**src/rtl/flipping_scheduler.sv**
```systemverilog
// flipping_scheduler: issues activation vectors to an external 2-cycle flipping datapath
// and returns its results in order through a small result FIFO.
module flipping_scheduler #(
    parameter int N          = 16,
    parameter int M          = 16,
    parameter int FIFO_DEPTH = 4
) (
    input  logic                clk,
    input  logic                rst,
    input  logic                start,
    input  logic [15:0]         num_vectors,
    input  logic [1:0]          mode,
    input  logic                in_valid,
    output logic                in_ready,
    input  logic [M-1:0][N-1:0] in_act,
    output logic [M-1:0][N-1:0] dp_act,
    output logic [M-1:0]        dp_f,
    input  logic [M-1:0][N-1:0] dp_res,
    output logic                out_valid,
    input  logic                out_ready,
    output logic [M-1:0][N-1:0] out_data,
    output logic [M-1:0]        out_f,
    output logic                out_last,
    output logic                busy,
    output logic                done,
    output logic [15:0]         flip_count
);
    localparam int AW = $clog2(FIFO_DEPTH);
    localparam int PW = $clog2(N + 1);
    localparam int FW = $clog2(M + 1);

    typedef enum logic [1:0] {IDLE, RUN, DRAIN, DONE} state_t;

    state_t              r_state, w_next;
    logic [15:0]         r_num, r_issued, r_flip;
    logic [1:0]          r_mode, r_v, r_last;
    logic [M-1:0]        r_f1, r_f2, w_f;
    logic [M-1:0][N-1:0] r_mem_data [FIFO_DEPTH];
    logic [M-1:0]        r_mem_f [FIFO_DEPTH];
    logic                r_mem_last [FIFO_DEPTH];
    logic [AW-1:0]       r_wptr, r_rptr;
    logic [AW:0]         r_cnt;
    logic [AW+1:0]       w_occ;
    logic [16:0]         w_fsum;
    logic                w_start, w_accept, w_last_in, w_push, w_pop;

    function automatic logic [PW-1:0] lane_ones(input logic [N-1:0] v);
        lane_ones = '0;
        for (int b = 0; b < N; b++) lane_ones = lane_ones + PW'(v[b]);
    endfunction

    function automatic logic [FW-1:0] flag_ones(input logic [M-1:0] v);
        flag_ones = '0;
        for (int b = 0; b < M; b++) flag_ones = flag_ones + FW'(v[b]);
    endfunction

    assign w_start   = r_state == IDLE && start;
    assign w_occ     = (AW+2)'(r_cnt) + (AW+2)'(r_v[0]) + (AW+2)'(r_v[1]);
    assign in_ready  = r_state == RUN && w_occ < (AW+2)'(FIFO_DEPTH);
    assign w_accept  = in_valid && in_ready;
    assign w_last_in = r_issued == r_num - 16'd1;
    assign w_push    = r_v[1];
    assign w_pop     = out_valid && out_ready;
    assign busy      = r_state == RUN || r_state == DRAIN;
    assign done      = r_state == DONE;
    assign flip_count = r_flip;

    // Mode 11 falls through to no-flip; auto flips only on a strict majority of ones.
    always_comb begin
        w_f = '0;
        for (int l = 0; l < M; l++)
            w_f[l] = r_mode == 2'b01 || (r_mode == 2'b10 && lane_ones(in_act[l]) > PW'(N / 2));
    end

    assign dp_f   = w_accept ? w_f : '0;
    assign dp_act = w_accept ? in_act : '0;
    assign w_fsum = {1'b0, r_flip} + 17'(flag_ones(dp_f));

    assign out_valid = r_cnt != '0;
    assign out_data  = out_valid ? r_mem_data[r_rptr] : '0;
    assign out_f     = out_valid ? r_mem_f[r_rptr] : '0;
    assign out_last  = out_valid && r_mem_last[r_rptr];

    always_comb begin
        w_next = r_state;
        case (r_state)
            IDLE:  w_next = start ? (num_vectors != 16'd0 ? RUN : DONE) : IDLE;
            RUN:   w_next = w_accept && w_last_in ? DRAIN : RUN;
            DRAIN: w_next = r_v == 2'b00 && r_cnt == '0 ? DONE : DRAIN;
            DONE:  w_next = IDLE;
        endcase
    end

    always_ff @(posedge clk) begin
        if (!rst) begin
            r_state  <= IDLE;
            r_num    <= '0;
            r_mode   <= '0;
            r_issued <= '0;
            r_flip   <= '0;
            r_v      <= '0;
            r_last   <= '0;
            r_f1     <= '0;
            r_f2     <= '0;
            r_wptr   <= '0;
            r_rptr   <= '0;
            r_cnt    <= '0;
        end else begin
            r_state  <= w_next;
            r_num    <= w_start ? num_vectors : r_num;
            r_mode   <= w_start ? mode : r_mode;
            r_issued <= w_start ? 16'd0 : w_accept ? r_issued + 16'd1 : r_issued;
            r_flip   <= w_start ? 16'd0 : w_accept ? (w_fsum[16] ? 16'hFFFF : w_fsum[15:0]) : r_flip;
            r_v      <= {r_v[0], w_accept};
            r_last   <= {r_last[0], w_accept && w_last_in};
            r_f1     <= dp_f;
            r_f2     <= r_f1;
            r_wptr   <= w_push ? r_wptr + AW'(1) : r_wptr;
            r_rptr   <= w_pop ? r_rptr + AW'(1) : r_rptr;
            r_cnt    <= r_cnt + (AW+1)'(w_push) - (AW+1)'(w_pop);
        end
    end

    always_ff @(posedge clk) begin
        if (w_push) begin
            r_mem_data[r_wptr] <= dp_res;
            r_mem_f[r_wptr]    <= r_f2;
            r_mem_last[r_wptr] <= r_last[1];
        end
    end
endmodule

```
**config.mk**
```make
export PLATFORM = sky130hd
export DESIGN_NAME = flipping_scheduler
export DESIGN_NICKNAME = d
export VERILOG_FILES = /design/src/rtl/flipping_scheduler.sv
export SDC_FILE = /design/constraint.sdc
export NUM_CORES = 1
export LEC_CHECK = 0
export ABC_AREA = 1
export BUFFER_PORTS_ARGS = -buffer_cell sky130_fd_sc_hd__buf_2
export CELL_PAD_IN_SITES_DETAIL_PLACEMENT = 0
export CELL_PAD_IN_SITES_GLOBAL_PLACEMENT = 2
export CORE_AREA = 2 2 430 432
export DETAILED_ROUTE_END_ITERATION = 8
export DIE_AREA = 0 0 432 434
export PLACE_DENSITY_LB_ADDON = 0.1
export SYNTH_ARGS = -nofsm -noshare
export SYNTH_HDL_FRONTEND = slang
export SYNTH_SLANG_ARGS = --single-unit
```
**constraint.sdc**
```tcl
create_clock -name clk -period 8.4 [get_ports clk]
set_input_delay 1.68 -clock clk [delete_from_list [all_inputs] [get_ports clk]]
set_output_delay 1.68 -clock clk [all_outputs]
set_load 0.1 [all_outputs]
```
==> impl_metrics.env, run 1 <==
export IMPL_drc=0
export IMPL_firstDrtPassIters=5
export IMPL_avgSynthCellArea_um2=10.8
export IMPL_synthCells=5063
export IMPL_yosysTopAreaCell="edfxtp_1"
export IMPL_synth_edf_count=1092
export IMPL_vdd_ir_drop_max_v=0.000347
export IMPL_seq_power_share_pct=27.8
export IMPL_hp_class="reg -> reg"
export IMPL_antenna_left=0
export IMPL_outcome="completed"
export IMPL_crit_type="in -> reg"
export IMPL_worstSetupEndpointType="flip-flop"
export IMPL_clockPowerShare_pct=25.4
export IMPL_port_buffers=1099
export IMPL_vias_per_cell=4.51
export IMPL_fmax_mhz=119
export IMPL_use_met1_pct=24.7
export IMPL_synth_xor_area_share_pct=0.783
export IMPL_total_power_w=0.0235
export IMPL_gp_congestion=0.950
export IMPL_synth_flop_cell="edfxtp_1"
export IMPL_final_cell_area_um2=68500
export IMPL_dp_hpwl_mm=127
export IMPL_core_area_um2=182000
export IMPL_clk_latency_ns=0.77
export IMPL_utilization_pct=37.5
export IMPL_synth_top_area_share_pct=59.8
export IMPL_vias=39309
export IMPL_rows=157
export IMPL_cts_tree="built"
export IMPL_rsz0062_at_grt="true"
export IMPL_synth_common_cells="nor2_1, edfxtp_1, o21ai_0, inv_1, a21oi_1"
export IMPL_power_switching_share_pct=48.7
export IMPL_globalRoute_busiestLayer="met2"
export IMPL_path_max_fanout=3
export IMPL_cts_buffer_depth=3
export IMPL_fin_nets=7017
export IMPL_tightest_slew_ns=1.17
export IMPL_start_util_pct=30.1
export IMPL_numCtsBuffers=142
export IMPL_p_int_w=0.0120
export IMPL_finalCritPeriodShare_pct=100
export IMPL_power_density_nw_per_um2=343
export IMPL_yosys_cell_count_top_type="nor2_1"
export IMPL_layout_drive_gt1_share_pct=24.5
export IMPL_p_switching_w=0.0114
export IMPL_p_leak_nw=28.6
export IMPL_synth_simple_area_share_pct=12.3
export IMPL_wl_per_cell_um=21.7
export IMPL_gr_total_overflow=0
export IMPL_clock_root_buffer="clkbuf_16"
export IMPL_syn_area_um2=54800
export IMPL_cts_sinks=1189
export IMPL_design_portCount=1100
export IMPL_grt_pass1_vias=38230
export IMPL_grt_antenna_before_repair=102
export IMPL_setup_viol=0
export IMPL_path_common_cell="fa_1"
export IMPL_yosysSeqAreaShare_pct=63.3
export IMPL_synth_seq_cells=1189
export IMPL_yosys_warnings=0
export IMPL_htree_levels=4
export IMPL_finalHoldViolCount=0
export IMPL_slew_headroom_pct=21.8
export IMPL_met2_usage_pct=33.1
export IMPL_period_needed_ns=8.40
export IMPL_synthArstFlopShare_pct=0
export IMPL_place_area_um2=63700
export IMPL_synth_area_leaders="edfxtp_1, nor2_1, fa_1"
export IMPL_synth_fp_nets=5874
export IMPL_synth_compound_area_share_pct=8.93
export IMPL_cp_arrival_ns=9.07
export IMPL_slowest_delay_ns=0.54
export IMPL_die_width_um=432
export IMPL_final_max_slew_violation_count=0
export IMPL_synth_mux_area_share_pct=0
export IMPL_synth_distinct_cells=41
export IMPL_synth_top_family_by_area="simple AND/OR/NAND/NOR gates"
export IMPL_totalWireLength_mm=190
export IMPL_grt_max_degree=189
export IMPL_syn_to_final_growth_pct=24.9
export IMPL_cp_start_kind="input port"
export IMPL_slowest_stage="fa_1"
export IMPL_synth_fa_ha_area_share_pct=8.67
export IMPL_nFillCells=18242
export IMPL_track_usage_pct=19.7
export IMPL_met3_usage_pct=5.21
export IMPL_dr_first_iter_drc_count=1905
export IMPL_required_ns=9.07
export IMPL_clk_pin_slew_ns=0.05
export IMPL_maxCapViolCount=0
export IMPL_grt_pass1_wl_mm=269
export IMPL_die_area_um2=187000
export IMPL_dieHeight_um=434
export IMPL_p_comb_share_pct=46.8
export IMPL_skew_ns=0.0270
## final cells by class
| type | count | area, µm² | share of cell area, % |
|---|---|---|---|
| repair buffers | 1256 | 6820 | 9.95 |
| clock inverters | 70 | 639 | 0.933 |
| well taps | 2385 | 2980 | 4.36 |
| clock buffers | 187 | 3890 | 5.68 |
| diodes | 21 | 52.6 | 0.0767 |
| flip-flops and latches | 1189 | 34700 | 50.7 |
| multi-input cells | 3028 | 17100 | 25.0 |
| inverters | 589 | 2270 | 3.32 |
## cells by family (layout without fill, tap and decap cells)
kind of cell    after synthesis  after routing
compound gates              967            967
xor+xnor                     49             49
fa+ha+maj                   276            276
buf+inv                     846           2102
flops                      1189           1189
other cells                   0             21
simple gates               1736           1736
## cell usage in the layout (no fill, tap or decap), types with 22 or more instances in the layout
cell       Yosys  routed
nor2_1      1432    1426
buf_2         67    1096
edfxtp_1    1092    1092
o21ai_0      598     592
inv_1        586     558
a21oi_1      341     332
nand2_1      214     206
fa_1         173     163
clkbuf_16      0     149
buf_4          0     149
ha_1         103      98
dfxtp_1       97      95
clkbuf_1     171      36
clkinv_1       0      29
xnor2_1       27      26
nand3_1       27      24
xor2_1        22      22
## stage by stage
stage,hold slack [ns],setup TNS [ns],std cells,worst slack [ns]
6_report,0.408,0,8725,0.00188
5_1_grt,0.425,-1.99,8714,-0.319
4_1_cts,0.409,-0.0988,8695,-0.0484
3_5_place_dp,0.398,-13.90,8436,-0.972
3_3_place_gp,0.404,-12.93,8436,-0.936
2_1_floorplan,0.390,-9.51,5063,-0.757
## path summary, 6_finish.rpt
kind | endpoint | slack, ns | startpoint | depth (start not counted)
setup / recovery | flip_count[14]$_SDFFE_PP0P_ | 0.002 | in_act[91] | 33
hold / removal | r_f2[3]$_SDFF_PN0_ | 0.41 | r_f1[3]$_SDFF_PN0_ | 2
setup reg to reg | flip_count[14]$_SDFFE_PP0P_ | 2.29 | r_v[1]$_SDFF_PN0_ | 26
hold reg to reg | r_f2[3]$_SDFF_PN0_ | 0.41 | r_f1[3]$_SDFF_PN0_ | 2
## flip-flops by register name, indices dropped and copies added, names as in the netlist, named ones only
| name | count |
|---|---|
| flip_count | 16 |
| r_cnt | 3 |
| r_f1 | 16 |
| r_f2 | 16 |
| r_issued | 16 |
| r_last | 2 |
| r_mem_data | 1024 |
| r_mem_f | 64 |
| r_mem_last | 4 |
| r_mode | 2 |
| r_num | 16 |
| r_rptr | 2 |
| r_state | 2 |
| r_v | 2 |
| r_wptr | 2 |
## routing by layer
| metal | routed length, µm | up-vias |
|---|---|---|
| li1 | - | 19137 |
| met1 | 80000 | 18810 |
| met2 | 92000 | 951 |
| met3 | 12300 | 355 |
| met4 | 5210 | 56 |
| met5 | 325 | - |
## critical path: cells and delay by family
| family | cells | cell delay (ns) |
|---|---|---|
| xor+xnor | 1 | 0.14 |
| compound gates | 4 | 0.52 |
| fa+ha+maj | 12 | 5.27 |
| buf+inv | 8 | 0.64 |
| simple gates | 8 | 0.83 |
## power groups by stage
stage                     registers, W  clock network (W)  logic (W)
after CTS                      0.00654            0.00613     0.0111
after floorplan                0.00665                  0    0.00841
after global placement         0.00666                  0     0.0110
after detailed placement       0.00666                  0     0.0111
after global routing           0.00654            0.00635     0.0117
final                          0.00654            0.00596     0.0110
## repair_timing
item | 4_1_cts | 5_1_grt
hold buffers | 0 | 0
endpoints found under the hold margin | 0 | 0
setup endpoints to repair | 11 | 16
pin swaps | 6 | 32
setup buffers | 2 | 9
gates resized for setup | 5 | 51
Note: power is estimated with default switching activity, not from simulation.
==> inputs of run 2 (changes only) <==
CTS_BUF_LIST = sky130_fd_sc_hd__clkbuf_8 sky130_fd_sc_hd__clkbuf_16   (was default)
==> impl_metrics.env, run 2 (synthesis results as in run 1) <==
export IMPL_syn_to_final_growth_pct=24.9
export IMPL_slowest_stage="fa_1"
export IMPL_die_area_um2=187000
export IMPL_dr_first_iter_drc_count=1909
export IMPL_final_cell_mix="nor2_1, buf_2, edfxtp_1"
export IMPL_drc=0
export IMPL_finalCritPeriodShare_pct=100
export IMPL_fmax_mhz=119
export IMPL_path_common_cell="fa_1"
export IMPL_p_leak_nw=28.7
export IMPL_rr_startpoint="r_v[1]$_SDFF_PN0_"
export IMPL_dieHeight_um=434
export IMPL_worstSetupEndpointType="flip-flop"
export IMPL_maxCapViolCount=0
export IMPL_grt_pass1_vias=38232
export IMPL_start_util_pct=30.1
export IMPL_vias_per_cell=4.51
export IMPL_final_cell_area_um2=68500
export IMPL_nFillCells=18242
export IMPL_postCtsHoldBufs=0
export IMPL_grt_max_degree=189
export IMPL_fin_setup_tns_ns=0
export IMPL_htree_levels=4
export IMPL_outcome="completed"
export IMPL_rsz0062_at_grt="true"
export IMPL_layout_drive_gt1_share_pct=24.5
export IMPL_cts_buffer_depth=3
export IMPL_final_max_slew_violation_count=0
export IMPL_vias=39300
export IMPL_antenna_left=0
export IMPL_layout_cells_most_common="nor2_1"
export IMPL_fin_nets=7017
export IMPL_clock_root_buffer="clkbuf_16"
export IMPL_layout_setup_ws_ns=0.00206
export IMPL_rr_worst_depth=26
export IMPL_place_area_um2=63700
export IMPL_firstDrtPassIters=5
export IMPL_numCtsBuffers=142
export IMPL_grt_pass1_wl_mm=269
export IMPL_path_max_fanout=3
export IMPL_slowest_delay_ns=0.54
export IMPL_dp_hpwl_mm=127
export IMPL_crit_type="in -> reg"
export IMPL_core_area_um2=182000
export IMPL_tightest_slew_ns=1.23
export IMPL_largest_reg_flops=1024
export IMPL_period_needed_ns=8.40
export IMPL_grt_antenna_before_repair=102
export IMPL_rows=157
export IMPL_gr_total_overflow=0
export IMPL_regMostFlops="r_mem_data"
export IMPL_slew_headroom_pct=18.3
export IMPL_hold_start="r_f1[3]$_SDFF_PN0_"
export IMPL_port_buffers=1099
export IMPL_totalWireLength_mm=190
export IMPL_vdd_ir_drop_max_v=0.000349
export IMPL_gp_congestion=0.950
export IMPL_clk_latency_ns=0.77
export IMPL_hp_class="reg -> reg"
export IMPL_pre_cts_slack_ns=-0.972
export IMPL_track_usage_pct=19.7
export IMPL_cp_start_kind="input port"
export IMPL_cp_arrival_ns=9.07
export IMPL_reg_top3="r_mem_data x1024, r_mem_f x64"
export IMPL_clk_pin_slew_ns=0.05
export IMPL_finalHoldViolCount=0
export IMPL_design_portCount=1100
export IMPL_cts_sinks=1189
export IMPL_cp_startpoint="in_act[91]"
export IMPL_cts_tree="built"
export IMPL_whs_path_depth=2
export IMPL_skew_ns=0.0274
export IMPL_die_width_um=432
export IMPL_required_ns=9.07
export IMPL_setup_viol=0
export IMPL_power_density_nw_per_um2=342
export IMPL_wl_per_cell_um=21.8
-- run 2: layout make-up --
class	count	area, µm²	area share [%]
flip-flops and latches	1189	34700	50.7
multi-input cells	3028	17100	25.0
repair buffers	1256	6820	9.95
clock buffers	151	3760	5.48
well taps	2385	2980	4.36
inverters	589	2270	3.32
clock inverters	106	774	1.13
diodes	17	42.5	0.0621
-- run 2: critical path, delay by kind of cell --
kind,cells,cell delay (ns)
AO/OA/AOI/OAI,4,0.52
adder cells (fa/ha/maj),12,5.27
buffers and inverters,8,0.64
AND/OR/NAND/NOR,8,0.83
XOR/XNOR,1,0.14
-- run 2: per-layer routing --
metal  global-route usage [%]  part of all wire (%)  routed length, µm  vias up
met1                     24.7                    42              80200    18809
li1                         -                     -                  -    19129
met3                     5.21                   6.4              12100      357
met5                        0                  0.17                325        -
met2                     33.1                    48              92000      949
met4                     5.55                   2.8               5270       56
-- run 2: worst paths after layout --
path / end / slack (ns)
setup / recovery: flip_count[14]$_SDFFE_PP0P_ / 0.002
hold / removal: r_f2[3]$_SDFF_PN0_ / 0.41
setup reg to reg: flip_count[14]$_SDFFE_PP0P_ / 2.29
hold reg to reg: r_f2[3]$_SDFF_PN0_ / 0.41
-- run 2: through the flow --
stage | util [%] | power [W] | hold WS, ns | std cells
floorplan | - | 0.0151 | 0.390 | 5063
global placement | 34.9 | 0.0177 | 0.404 | 8436
detailed placement | 34.9 | 0.0177 | 0.398 | 8436
CTS | 37.4 | 0.0237 | 0.409 | 8695
global route | 37.5 | 0.0246 | 0.425 | 8714
finish | 37.5 | 0.0234 | 0.408 | 8721
-- run 2: what timing repair did --
action	CTS	global route
resized for setup	5	51
endpoints found under the hold margin	0	0
endpoints found under the setup margin	11	16
buffers inserted	2	9
pin swaps	6	32
-- run 2: where the power goes --
group	switching (W)	internal, W
clock	0.00244	0.00347
combinational	0.00896	0.00203
sequential	0.0000403	0.00650
total	0.0114	0.0120
